$ cat config.mk
export PLATFORM = sky130hd
export DESIGN_NAME = wbm_ctrl
export DESIGN_NICKNAME = d
export VERILOG_FILES = /design/src/rtl/wb_pkg.sv /design/src/rtl/wbm_timeout.sv /design/src/rtl/wbm_ctrl.sv
export SDC_FILE = /design/constraint.sdc
export NUM_CORES = 1
export LEC_CHECK = 0
export ABC_AREA = 1
export CAP_MARGIN = 5
export CORE_ASPECT_RATIO = 0.8
export CORE_MARGIN = 2
export CORE_UTILIZATION = 55
export CTS_BUF_LIST = sky130_fd_sc_hd__clkbuf_16
export DETAILED_ROUTE_END_ITERATION = 10
export PLACE_DENSITY = 0.87
export SETUP_SLACK_MARGIN = 0.4
export SLEW_MARGIN = 20
export SYNTH_ARGS = -nofsm -noshare
export SYNTH_HDL_FRONTEND = slang
export SYNTH_SLANG_ARGS = --single-unit
$ cat constraint.sdc
create_clock -name wb_clk_i -period 3.4 [get_ports wb_clk_i]
set_clock_uncertainty 0.1 [all_clocks]
set_input_delay 0.51 -clock wb_clk_i [delete_from_list [all_inputs] [get_ports wb_clk_i]]
set_output_delay 0.51 -clock wb_clk_i [all_outputs]
set_load 0.05 [all_outputs]
$ cat src/rtl/wb_pkg.sv
// Shared Wishbone definitions: responder address map, initiator state encoding
// and the per-beat address helper.
package wb_pkg;

   localparam logic [31:0] WBS_MODE_ADDR  = 32'h3000_0000;
   localparam logic [31:0] WBS_DEBUG_ADDR = 32'h3000_0001;
   localparam logic [31:0] WBS_QUERY_ADDR = 32'h3100_0000;
   localparam logic [31:0] WBS_LEAF_ADDR  = 32'h3200_0000;
   localparam logic [31:0] WBS_BEST_ADDR  = 32'h3300_0000;
   localparam logic [31:0] WBS_NODE_ADDR  = 32'h3400_0000;

   typedef enum logic [1:0] {IDLE, BEAT, GAP, RESP} wbm_state_e;

   // A 64-bit word occupies two consecutive 32-bit addresses: lo at even, hi at odd.
   function automatic logic [31:0] beat_addr(input logic [31:0] base,
                                             input logic [31:0] index,
                                             input logic        half);
      return base + (index << 1) + {31'd0, half};
   endfunction

endpackage

$ cat src/rtl/wbm_timeout.sv
// Per-beat ack watchdog: loaded on beat entry, counts down while the beat waits,
// expired is high in the last allowed cycle of the beat.
module wbm_timeout #(
   parameter int TIMEOUT_CYCLES = 255
) (
   input  logic clk,
   input  logic rst_n,
   input  logic clr,
   input  logic en,
   output logic expired
);

   localparam int            CW   = $clog2(TIMEOUT_CYCLES + 1);
   localparam logic [CW-1:0] LOAD = CW'(TIMEOUT_CYCLES - 1);

   logic [CW-1:0] cnt_q, cnt_d;

   always_comb begin
      cnt_d = cnt_q;
      if (clr)
         cnt_d = LOAD;
      else if (en && cnt_q != '0)
         cnt_d = cnt_q - CW'(1);
   end

   always_ff @(posedge clk or negedge rst_n) begin
      if (!rst_n) cnt_q <= '0;
      else        cnt_q <= cnt_d;
   end

   assign expired = (cnt_q == '0);

endmodule

$ cat src/rtl/wbm_ctrl.sv
// Wishbone classic-cycle initiator: one command at a time, one or two 32-bit beats
// under a single cyc, one response pulse with read data and a timeout error flag.
module wbm_ctrl
   import wb_pkg::*;
#(
   parameter int TIMEOUT_CYCLES = 255,
   parameter int IDX_W          = 24
) (
   input  logic             wb_clk_i,
   input  logic             wb_rst_ni,
   input  logic             cmd_valid,
   output logic             cmd_ready,
   input  logic             cmd_we,
   input  logic             cmd_wide,
   input  logic             cmd_half,
   input  logic [31:0]      cmd_base,
   input  logic [IDX_W-1:0] cmd_index,
   input  logic [63:0]      cmd_wdata,
   output logic             rsp_valid,
   output logic [63:0]      rsp_rdata,
   output logic             rsp_err,
   output logic             wbm_cyc_o,
   output logic             wbm_stb_o,
   output logic             wbm_we_o,
   output logic [3:0]       wbm_sel_o,
   output logic [31:0]      wbm_adr_o,
   output logic [31:0]      wbm_dat_o,
   input  logic [31:0]      wbm_dat_i,
   input  logic             wbm_ack_i
);

   wbm_state_e  state_q, state_d;
   logic        cyc_q, cyc_d, stb_q, stb_d, we_q, we_d;
   logic [3:0]  sel_q, sel_d;
   logic [31:0] adr_q, adr_d, dat_q, dat_d;
   logic        wide_q, wide_d, hi_q, hi_d;
   logic [31:0] word_adr_q, word_adr_d, wdata_hi_q, wdata_hi_d;
   logic [63:0] rdata_q, rdata_d;
   logic        err_q, err_d, rsp_valid_q, rsp_valid_d, cmd_ready_q, cmd_ready_d;
   logic        tmo_clr, tmo_expired;

   // Restart the watchdog for every beat: at accept (lo/narrow) and in GAP (hi).
   assign tmo_clr = (state_q == IDLE && cmd_valid && cmd_ready_q) || (state_q == GAP);

   wbm_timeout #(.TIMEOUT_CYCLES(TIMEOUT_CYCLES)) u_timeout (
      .clk     (wb_clk_i),
      .rst_n   (wb_rst_ni),
      .clr     (tmo_clr),
      .en      (state_q == BEAT),
      .expired (tmo_expired)
   );

   always_comb begin
      state_d     = state_q;
      cyc_d       = cyc_q;
      stb_d       = stb_q;
      we_d        = we_q;
      sel_d       = sel_q;
      adr_d       = adr_q;
      dat_d       = dat_q;
      wide_d      = wide_q;
      hi_d        = hi_q;
      word_adr_d  = word_adr_q;
      wdata_hi_d  = wdata_hi_q;
      rdata_d     = rdata_q;
      err_d       = err_q;
      rsp_valid_d = 1'b0;
      cmd_ready_d = cmd_ready_q;
      unique case (state_q)
         IDLE: begin
            if (cmd_valid && cmd_ready_q) begin
               state_d     = BEAT;
               cmd_ready_d = 1'b0;
               cyc_d       = 1'b1;
               stb_d       = 1'b1;
               sel_d       = 4'hF;
               we_d        = cmd_we;
               wide_d      = cmd_wide;
               hi_d        = 1'b0;
               word_adr_d  = beat_addr(cmd_base, 32'(cmd_index), 1'b0);
               adr_d       = beat_addr(cmd_base, 32'(cmd_index), cmd_wide ? 1'b0 : cmd_half);
               dat_d       = cmd_wdata[31:0];
               wdata_hi_d  = cmd_wdata[63:32];
               rdata_d     = '0;
               err_d       = 1'b0;
            end
         end
         BEAT: begin
            // Ack wins over expiry when both land in the same cycle.
            if (wbm_ack_i) begin
               if (!we_q) begin
                  if (hi_q) rdata_d[63:32] = wbm_dat_i;
                  else      rdata_d[31:0]  = wbm_dat_i;
               end
               if (wide_q && !hi_q) begin
                  state_d = GAP;
                  stb_d   = 1'b0;
                  sel_d   = 4'h0;
               end else begin
                  state_d     = RESP;
                  cyc_d       = 1'b0;
                  stb_d       = 1'b0;
                  sel_d       = 4'h0;
                  we_d        = 1'b0;
                  rsp_valid_d = 1'b1;
               end
            end else if (tmo_expired) begin
               state_d     = RESP;
               cyc_d       = 1'b0;
               stb_d       = 1'b0;
               sel_d       = 4'h0;
               we_d        = 1'b0;
               err_d       = 1'b1;
               rsp_valid_d = 1'b1;
            end
         end
         GAP: begin
            // cyc stays up; the dropped stb lets the responder release ack first.
            state_d = BEAT;
            stb_d   = 1'b1;
            sel_d   = 4'hF;
            hi_d    = 1'b1;
            adr_d   = word_adr_q + 32'd1;
            dat_d   = wdata_hi_q;
         end
         RESP: begin
            state_d     = IDLE;
            cmd_ready_d = 1'b1;
         end
         default: state_d = IDLE;
      endcase
   end

   always_ff @(posedge wb_clk_i or negedge wb_rst_ni) begin
      if (!wb_rst_ni) begin
         state_q     <= IDLE;
         cyc_q       <= 1'b0;
         stb_q       <= 1'b0;
         we_q        <= 1'b0;
         sel_q       <= 4'h0;
         adr_q       <= '0;
         dat_q       <= '0;
         wide_q      <= 1'b0;
         hi_q        <= 1'b0;
         word_adr_q  <= '0;
         wdata_hi_q  <= '0;
         rdata_q     <= '0;
         err_q       <= 1'b0;
         rsp_valid_q <= 1'b0;
         cmd_ready_q <= 1'b1;
      end else begin
         state_q     <= state_d;
         cyc_q       <= cyc_d;
         stb_q       <= stb_d;
         we_q        <= we_d;
         sel_q       <= sel_d;
         adr_q       <= adr_d;
         dat_q       <= dat_d;
         wide_q      <= wide_d;
         hi_q        <= hi_d;
         word_adr_q  <= word_adr_d;
         wdata_hi_q  <= wdata_hi_d;
         rdata_q     <= rdata_d;
         err_q       <= err_d;
         rsp_valid_q <= rsp_valid_d;
         cmd_ready_q <= cmd_ready_d;
      end
   end

   assign cmd_ready = cmd_ready_q;
   assign rsp_valid = rsp_valid_q;
   assign rsp_rdata = rdata_q;
   assign rsp_err   = err_q;
   assign wbm_cyc_o = cyc_q;
   assign wbm_stb_o = stb_q;
   assign wbm_we_o  = we_q;
   assign wbm_sel_o = sel_q;
   assign wbm_adr_o = adr_q;
   assign wbm_dat_o = dat_q;

endmodule

After elaboration in Yosys (flattened, before gate mapping). Index checks and enable logic that the tools add are counted.

Register bits: 214. Output and inout port bits: 138.

Multiplexer cells: 41. Reduce and logical (&&, ||, !) cells: 24. Equal/unequal tests: 12. Add/subtract/negate cells: 4.

Operators with widths (count): 64-bit two-way mux (3); 32-bit two-way mux (4); 32-bit case mux with 2 select lines (2); 64-bit case mux with 2 select lines (1); 32-bit by 1-bit adder with 32-bit output (1); 32-bit by 1-bit adder with 32-bit output, second input constant (1); 32-bit by 25-bit adder with 32-bit output (1); 8-bit two-way mux (2); 1-bit two-way mux (15); 4-bit two-way mux (3); 2-bit != test, second input constant (6); 4-bit case mux with 3 select lines (1); 1-bit case mux with 2 select lines (5); 5-bit AND reduction (2); 8-bit logical NOT (1); 2-bit case mux with 4 select lines (1); 2-bit AND reduction (4); 4-bit AND reduction (2); 2-bit nonzero test (4); 8-bit nonzero test (1); 8-bit by 1-bit subtractor with 8-bit output, second input constant (1); 2-bit two-way mux (3); 3-bit != test, second input constant (2); 1-bit logical AND (5); other kinds (9) (10).

Depth between registers and ports, before layout. Gate-level depths: netlist (run 1).

Word-level depth: 5. Depth in mapped cells: 20. Depth with buffers taken out: 20.

Modules after synthesis. Synthesis (run 1) repeated with hierarchy kept, for this count alone.

Cell total of the unflattened synthesis: 1728. Area, all modules: 12635.9 um^2.

By module, submodules not included: wbm_ctrl (times used 1, area each 12035.3 um^2, cells an instance 1649); wbm_timeout (times used 1, area each 600.6 um^2, cells an instance 79).

Worst setup path after synthesis (run 1). No wires, ideal clock.

Path kind: input -> register. Start: input cmd_base[1]. End: register adr_q[27], in the netlist wbm_adr_o[27]. Library setup time: 0.121 ns. Arrival: 2.562 ns. Stages: 18. Required time: 3.179 ns. Setup slack: 0.617 ns. Path buffers: 0. Cells stage by stage: ha_1 > fa_1 > nand2_1 > nand2_2 > nand3_2 > nand2_1 > nand2_1 > nand2_2 > nor2_2 > nand2_1 > nor2_4 > nand2_1 > nor2_1 > nand2_1 > nor2_1 > nand3_1 > nand3_1 > a21oi_2.

Longest elaborated chain between the ends: 4.

RTL lines: start: declaration (line wbm_ctrl.sv:16) `input logic [31:0] cmd_base,`; 32-bit by 25-bit adder with 32-bit output (line wb_pkg.sv:18) `return base + (index << 1) + {31'd0, half};`; 32-bit by 1-bit adder with 32-bit output (line wb_pkg.sv:18); 32-bit two-way mux (line wbm_ctrl.sv:71) `if (cmd_valid && cmd_ready_q) begin`; 32-bit case mux with 2 select lines (line wbm_ctrl.sv:69) `unique case (state_q)`; end signal: assignment (line wbm_ctrl.sv:157) `adr_q <= adr_d;`; end: declaration (line wbm_ctrl.sv:35) `logic [31:0] adr_q, adr_d, dat_q, dat_d;`.

No other way between the ends. The select of a mux whose other input is x is not followed. A chain may end at the register's enable or synchronous reset.

Final worst setup path (run 1).
Start: input cmd_base[1]. End: register adr_q[24], in the netlist wbm_adr_o[24].

Same word-level chain as after synthesis.

==> results of run 1 <==
## worst min path at each step
stage | from | end | slack, ns | cells after the start
global placement | wdata_hi_q[1] | wdata_hi_q[1] | 0.35 | 2
floorplan | wb_rst_ni | hi_q | 0.11 | 0
CTS | wdata_hi_q[26] | wdata_hi_q[26] | 0.37 | 2
detailed placement | wdata_hi_q[26] | wdata_hi_q[26] | 0.36 | 2
finish | wdata_hi_q[27] | wdata_hi_q[27] | 0.38 | 2
global route | wdata_hi_q[12] | wdata_hi_q[12] | 0.38 | 2
## layout by cell type, fill, tap and decap left out, drive strengths merged, types with 18 or more instances in the layout
master	synthesis	final
a21oi	61	61
mux2	64	64
dfrtp	209	209
clkbuf	27	24
buf	24	39
nand4	21	21
ha	29	29
clkdlybuf4s50	0	293
nor2	234	234
o22ai	33	33
o21ai	54	54
inv	197	201
nand2	491	491
nand3	101	101
nor3	18	18
## through the flow
step                      std cells  worst slack (ns)  area (µm²)  hold slack (ns)  utilization
after detailed placement       2226            -0.133       15800            0.359        0.710
after global placement         2226            0.0349       15800            0.354        0.710
after global routing           2263             0.341       16600            0.383        0.746
after floorplan                1638             0.617       12400            0.114            -
after CTS                      2261             0.404       16500            0.374        0.739
final                          2263             0.495       16600            0.375        0.746
## registers in the layout (all words and copies together) (netlist names), 2 cells and up
signal	count
word_adr_q	32
wbm_dat_o	32
rsp_rdata	64
u_timeout.cnt_q	8
wbm_adr_o	32
wdata_hi_q	32
state_q	2
## logic make-up (layout without fill, tap and decap cells)
logic type,Yosys count,after routing,share of synthesized area
muxes,64,64,0.0582
adders and majority gates,30,30,0.0309
and+or+nand+nor,885,885,0.309
xor gates and xnor gates,23,23,0.0178
AOI/OAI and AO/OA,175,175,0.0811
buffers and inverters,251,570,0.0789
DFF,210,210,0.425
## final cells by class
type | count | area (µm²) | share of cell area
sequential | 210 | 5260 | 0.316
inverter | 200 | 753 | 0.0453
clock inverter | 11 | 53.8 | 0.00323
clock buffer | 23 | 576 | 0.0346
multi-input combinational | 1177 | 6300 | 0.378
timing repair buffer | 336 | 3320 | 0.200
tap | 306 | 383 | 0.0230
## power groups by stage
stage          registers [µW]  logic, µW  clock network [µW]
3_3_place_gp             2540        884                   0
5_1_grt                  2500       1050                2310
3_5_place_dp             2540        903                   0
4_1_cts                  2500        912                2200
6_report                 2500        952                2180
2_1_floorplan            2550        479                   0
## worst min-delay path, cell delays in order (launching register included)
cell and delay, ns:
sky130_fd_sc_hd__dfrtp_1 0.34, sky130_fd_sc_hd__nand2_1 0.05, sky130_fd_sc_hd__nand2_1 0.05
## routing by layer
metal  part of all wire  vias to the layer above
met5                  0                        -
met2               0.48                      605
li1                   -                     5871
met1               0.40                     5858
met3              0.072                      136
met4              0.046                        0
## repair_timing
action                                 4_1_cts  5_1_grt
buffers inserted                             0        2
setup endpoints to repair                    2       27
hold buffers                                 1        0
endpoints found under the hold margin       64        0
pin swaps                                    0        6
gates resized for setup                      1       40
==> run metrics, run 1 <==
average detailed-routed wire length per instance=17.3 µm; ys async rst share=1.00; detailed-route wire length=39,200 µm; residual antenna-violating net count after detailed routing=0; result of the run=finished clean; Filler Cell Count=1,630; data arrival at the endpoint of the critical path=3.23 ns; largest stage delay on the critical path=0.55 ns; overall overflow remaining after global route=0; first element of the critical path=cmd_base[1]; required time reported for the critical path endpoint=3.72 ns; share of total power in sequential cells=0.444; count of synthesis-stage warnings from yosys=0; depth of the worst register-to-register path=15; setup repair after global routing missed its margin=true; number of unique standard cell types used by synthesis=53; die area=0.0237 mm²; most numerous cell types in the synthesized netlist=474 x sky130_fd_sc_hd__nand2_1, 209 x sky130_fd_sc_hd__dfrtp_1, 207 x sky130_fd_sc_hd__nor2_1, 178 x sky130_fd_sc_hd__inv_1, 93 x sky130_fd_sc_hd__nand3_1; leak pwr=0.00834 µW; average via count per standard cell=5.51; clock tree from TritonCTS=done; number of buffers inserted during clock tree synthesis=22; endpoint type of the worst setup path=flop; chip height=138 µm; CP delay by family, top=simple AND/OR/NAND/NOR gates; antenna cell count=0; number of slew-limit violations in the final report=0; Area Growth Syn to Fin=34.4%; routing layer with the top usage in global route=met2; min cycle time layout=2.90 ns; Power Dens Cells=338 mW/mm²; max frequency=344 MHz; crit path buf inv count=1; global-route met2 utilization=0.551; global routing met3 resource utilization=0.0461; drt pass-1 iters=6; Tot Pwr=5630 µW; Num Clock Sinks=210; drc violations=0; CP Max Fanout=5; crit path to=wbm_adr_o[24]; Via Count=12,470; largest cells by area after synthesis=sky130_fd_sc_hd__dfrtp_1 42%, sky130_fd_sc_hd__nand2_1 14%, sky130_fd_sc_hd__nor2_1 6.3%; worst reg2reg setup slack=0.53 ns; fraction of layout cells with a size suffix above 1=0.127; DRT iter0 DRCs=1,213; top-count cell post-synth=sky130_fd_sc_hd__nand2_1; sw frac=0.270; Mapped Avg Cell Area=7.56 µm²; power spent charging and discharging nets=1520 µW; worst skew pair latency=0.50 ns; M1 GR Usage=0.435; P_int=4110 µW; net count after synthesis=1,827; row count=49; count of flip-flops with a built-in enable after synthesis=0; root buffer selected by CTS=sky130_fd_sc_hd__clkbuf_16; core area=0.0223 mm²; die span in x=172 µm; combinational cell fraction of total power=0.169; cell count after synthesis=1,638; count of state elements after synthesis=210; post-detail-place hpwl=28,700 µm; wire length of the first global-routing pass=63,000 µm; routability cong.=0.957; cell with the biggest individual delay on the critical path=sky130_fd_sc_hd__fa_2; proportion of synthesized chip area in sequential cells=0.425; Hold/Removal Path Class=reg -> reg; cell type contributing the most total cell area after synthesis=sky130_fd_sc_hd__dfrtp_1; number of nets in the layout=2,136; top flip-flop cell by instance count after synthesis=sky130_fd_sc_hd__dfrtp_1; combined area of all synthesized cells=0.0124 mm²; crit path kind=in -> reg; maximum number of pins on one net before global-route repair=80; Clk pin slew, worst setup/hold paths=0.06 ns; RR Endpoint=wbm_adr_o[10]; Max VDD drop=0.354 mV; startpoint type of the worst setup path=input port; final hold vios=0; accumulated negative setup slack=0 ns; worst-case headroom to the max-slew limit=0.463; reg2reg start=state_q[0]; Slew @ Worst Pin=0.798 ns; crit share post-route=0.854; initial cell density of the core=0.555; depth of the critical timing path with buffers and inverters included=15; clock power share=0.387; Setup-failing EPs final=0; number of max-cap violations=0; overall track demand over capacity in global routing=0.330; number of antenna violations at the first check in global routing=0; number of primary I/O pins=297; area share of the largest cell type after synthesis=0.422; vias in the first global route=12,085; number of H-tree levels=1; port bufs=296; cells along the critical path=clkdlybuf4s50_1 > ha_2 > fa_2 > nand2_1 > nor2_2 > nand3_1 > nor2_2 > nand3_2 > nor2_4 > nand2_2 > nor2_4 > nand3_4 > nand2_1 > nand3_1 > a21oi_2; CTS Buffer Depth=3
Power figures use the tool's default switching activity.
==> run 2: changes to the inputs <==
Settings changed: SLEW_MARGIN 20 to 10.
==> results of run 2 <==
The final DEF is identical to that of run 1; final timing and power are the same.
==> run 3: changes to the inputs <==
Settings changed: SETUP_SLACK_MARGIN 0.4 to not set.
==> run 3 against run 2 <==
Clock power is essentially flat. Worst setup slack got worse by 0.19 ns. Via count grew 0.20%. Total power is 0.56% lower. Critical path type unchanged. Critical endpoint is now wbm_adr_o[27].
==> run metrics, run 3 (synthesized netlist as in run 1, its figures left out) <==
Setup-failing EPs final=0; initial cell density of the core=0.555; Hold/Removal Path Class=reg -> reg; routability cong.=0.957; leak pwr=0.00830 µW; post-detail-place hpwl=28,700 µm; worst-case headroom to the max-slew limit=0.459; clock tree from TritonCTS=done; average detailed-routed wire length per instance=17.2 µm; Power Dens Cells=339 mW/mm²; antenna cell count=0; flip-flop count of the largest register, all copies and words added=64; fraction of layout cells with a size suffix above 1=0.109; setup repair after global routing missed its margin=false; depth of the worst register-to-register path=12; die area=0.0237 mm²; crit share post-route=0.909; start point of the worst hold path=wdata_hi_q[2]; area of all placed cells without fillers=0.0165 mm²; min cycle time layout=3.09 ns; core area=0.0223 mm²; cell with the biggest individual delay on the critical path=sky130_fd_sc_hd__fa_1; drc violations=0; DRT iter0 DRCs=1,207; cells along the critical path=clkdlybuf4s50_1 > ha_1 > fa_1 > nand2_1 > nand2_2 > nand3_2 > nand2_1 > nand2_1 > nand2_2 > nor2_2 > nand2_1 > nor2_4 > nand2_1 > nor2_1 > nand2_1 > nor2_1 > nand3_1 > nand3_1 > a21oi_2; crit path buf inv count=1; sequential cell area=0.00526 mm²; number of primary I/O pins=297; chip height=138 µm; overall track demand over capacity in global routing=0.330; port bufs=296; multi-input combinational cell area=0.00616 mm²; worst skew pair latency=0.50 ns; Clk pin slew, worst setup/hold paths=0.06 ns; crit path kind=in -> reg; required time reported for the critical path endpoint=3.68 ns; reg2reg start=word_adr_q[0]; hold-critical path endpoint=wdata_hi_q[2]; die span in x=172 µm; worst reg2reg setup slack=0.49 ns; largest stage delay on the critical path=0.43 ns; number of nets in the layout=2,134; Max VDD drop=0.353 mV; Area Growth Syn to Fin=33.1%; Filler Cell Count=1,665; Num Clock Sinks=210; leading cell types in the layout, fill and taps excluded=473 x sky130_fd_sc_hd__nand2_1, 295 x sky130_fd_sc_hd__clkdlybuf4s50_1, 209 x sky130_fd_sc_hd__dfrtp_1, 206 x sky130_fd_sc_hd__nor2_1, 183 x sky130_fd_sc_hd__inv_1; accumulated negative setup slack=0 ns; row count=49; CTS Buffer Depth=3; Via Count=12,495; startpoint type of the worst setup path=input port; total placed cells including tap cells=2,226; number of buffers inserted during clock tree synthesis=22; critical path's most frequent cell=sky130_fd_sc_hd__nand2_1; vias in the first global route=12,085; final hold vios=0; RR Endpoint=wbm_adr_o[24]; number of stages on the worst hold path=2; endpoint type of the worst setup path=flop; post-route worst hold slack=0.375 ns; post-CTS setup buffer count=0; detailed-route wire length=38,900 µm; overall overflow remaining after global route=0; number of antenna violations at the first check in global routing=0; result of the run=finished clean; root buffer selected by CTS=sky130_fd_sc_hd__clkbuf_16; data arrival at the endpoint of the critical path=3.37 ns; commonest non-fill, non-tap cell in the layout=sky130_fd_sc_hd__nand2_1; Tot Pwr=5600 µW; CP Max Fanout=5; wire length of the first global-routing pass=63,000 µm; maximum number of pins on one net before global-route repair=80; average via count per standard cell=5.53; Slew @ Worst Pin=0.804 ns; CP delay by family, top=simple AND/OR/NAND/NOR gates; Final Non-Filler Cells=2,261; residual antenna-violating net count after detailed routing=0; max frequency=324 MHz; number of slew-limit violations in the final report=0; number of H-tree levels=1; number of max-cap violations=0; Placed Instance Area=0.0158 mm²; drt pass-1 iters=6
[run 3: cell count changes in the layout (fill, tap and decap cells not counted), sizes merged]
cell           change
clkdlybuf4s50      +2
buf                -2
dlymetal6s2s       -2
[run 3: area by class of cell]
class / instances / share of cell area
tap: 306 / 0.0232
timing repair buffer: 334 / 0.200
multi-input combinational: 1177 / 0.374
clock inverter: 11 / 0.00326
clock buffer: 23 / 0.0349
sequential: 210 / 0.319
inverter: 200 / 0.0457
[run 3: power by group]
group	internal [µW]	total (µW)	switching [µW]
Clock	1210	2170	962
Combinational	385	924	539
Sequential	2500	2500	0
[run 3: how the worst max path moves through the flow]
stage                      from       endpoint  slack, ns  cells after the start
floorplan           cmd_base[1]  wbm_adr_o[27]       0.62                     18
global placement    cmd_base[1]  wbm_adr_o[27]       0.03                     19
detailed placement  cmd_base[1]  wbm_adr_o[27]      -0.13                     19
CTS                 cmd_base[1]  wbm_adr_o[31]       0.37                     19
global route        cmd_base[1]  wbm_adr_o[27]       0.08                     19
finish              cmd_base[1]  wbm_adr_o[27]       0.31                     19
[run 3: worst reg2reg max path, cell delays in order (launching register included)]
cell and delay, ns:
sky130_fd_sc_hd__dfrtp_1 0.49, sky130_fd_sc_hd__ha_1 0.24, sky130_fd_sc_hd__nand3_1 0.19, sky130_fd_sc_hd__nor2_1 0.28
sky130_fd_sc_hd__inv_2 0.06, sky130_fd_sc_hd__nor2_1 0.12, sky130_fd_sc_hd__nand3_1 0.12, sky130_fd_sc_hd__nor2_1 0.32
sky130_fd_sc_hd__nand3_1 0.20, sky130_fd_sc_hd__nor3_1 0.27, sky130_fd_sc_hd__nand2_1 0.08, sky130_fd_sc_hd__a21oi_1 0.21
sky130_fd_sc_hd__a21oi_1 0.10
[run 3: per-stage QoR]
| stage | setup WS [ns] | utilization |
|---|---|---|
| 3_3_place_gp | 0.0349 | 0.710 |
| 4_1_cts | 0.369 | 0.739 |
| 2_1_floorplan | 0.617 | - |
| 3_5_place_dp | -0.133 | 0.710 |
| 6_report | 0.309 | 0.739 |
| 5_1_grt | 0.0758 | 0.739 |
[run 3: timing repair]
item	in CTS	in global routing
resized for setup	0	0
hold buffers	1	0
endpoints found under the hold margin	64	0
[run 3: metal layers]
layer	vias up	routed length, µm	track usage
met1	5902	15600	0.435
li1	5867	-	-
met5	-	0	0
met4	0	1700	0.132
met2	603	18600	0.551
met3	123	2910	0.0461
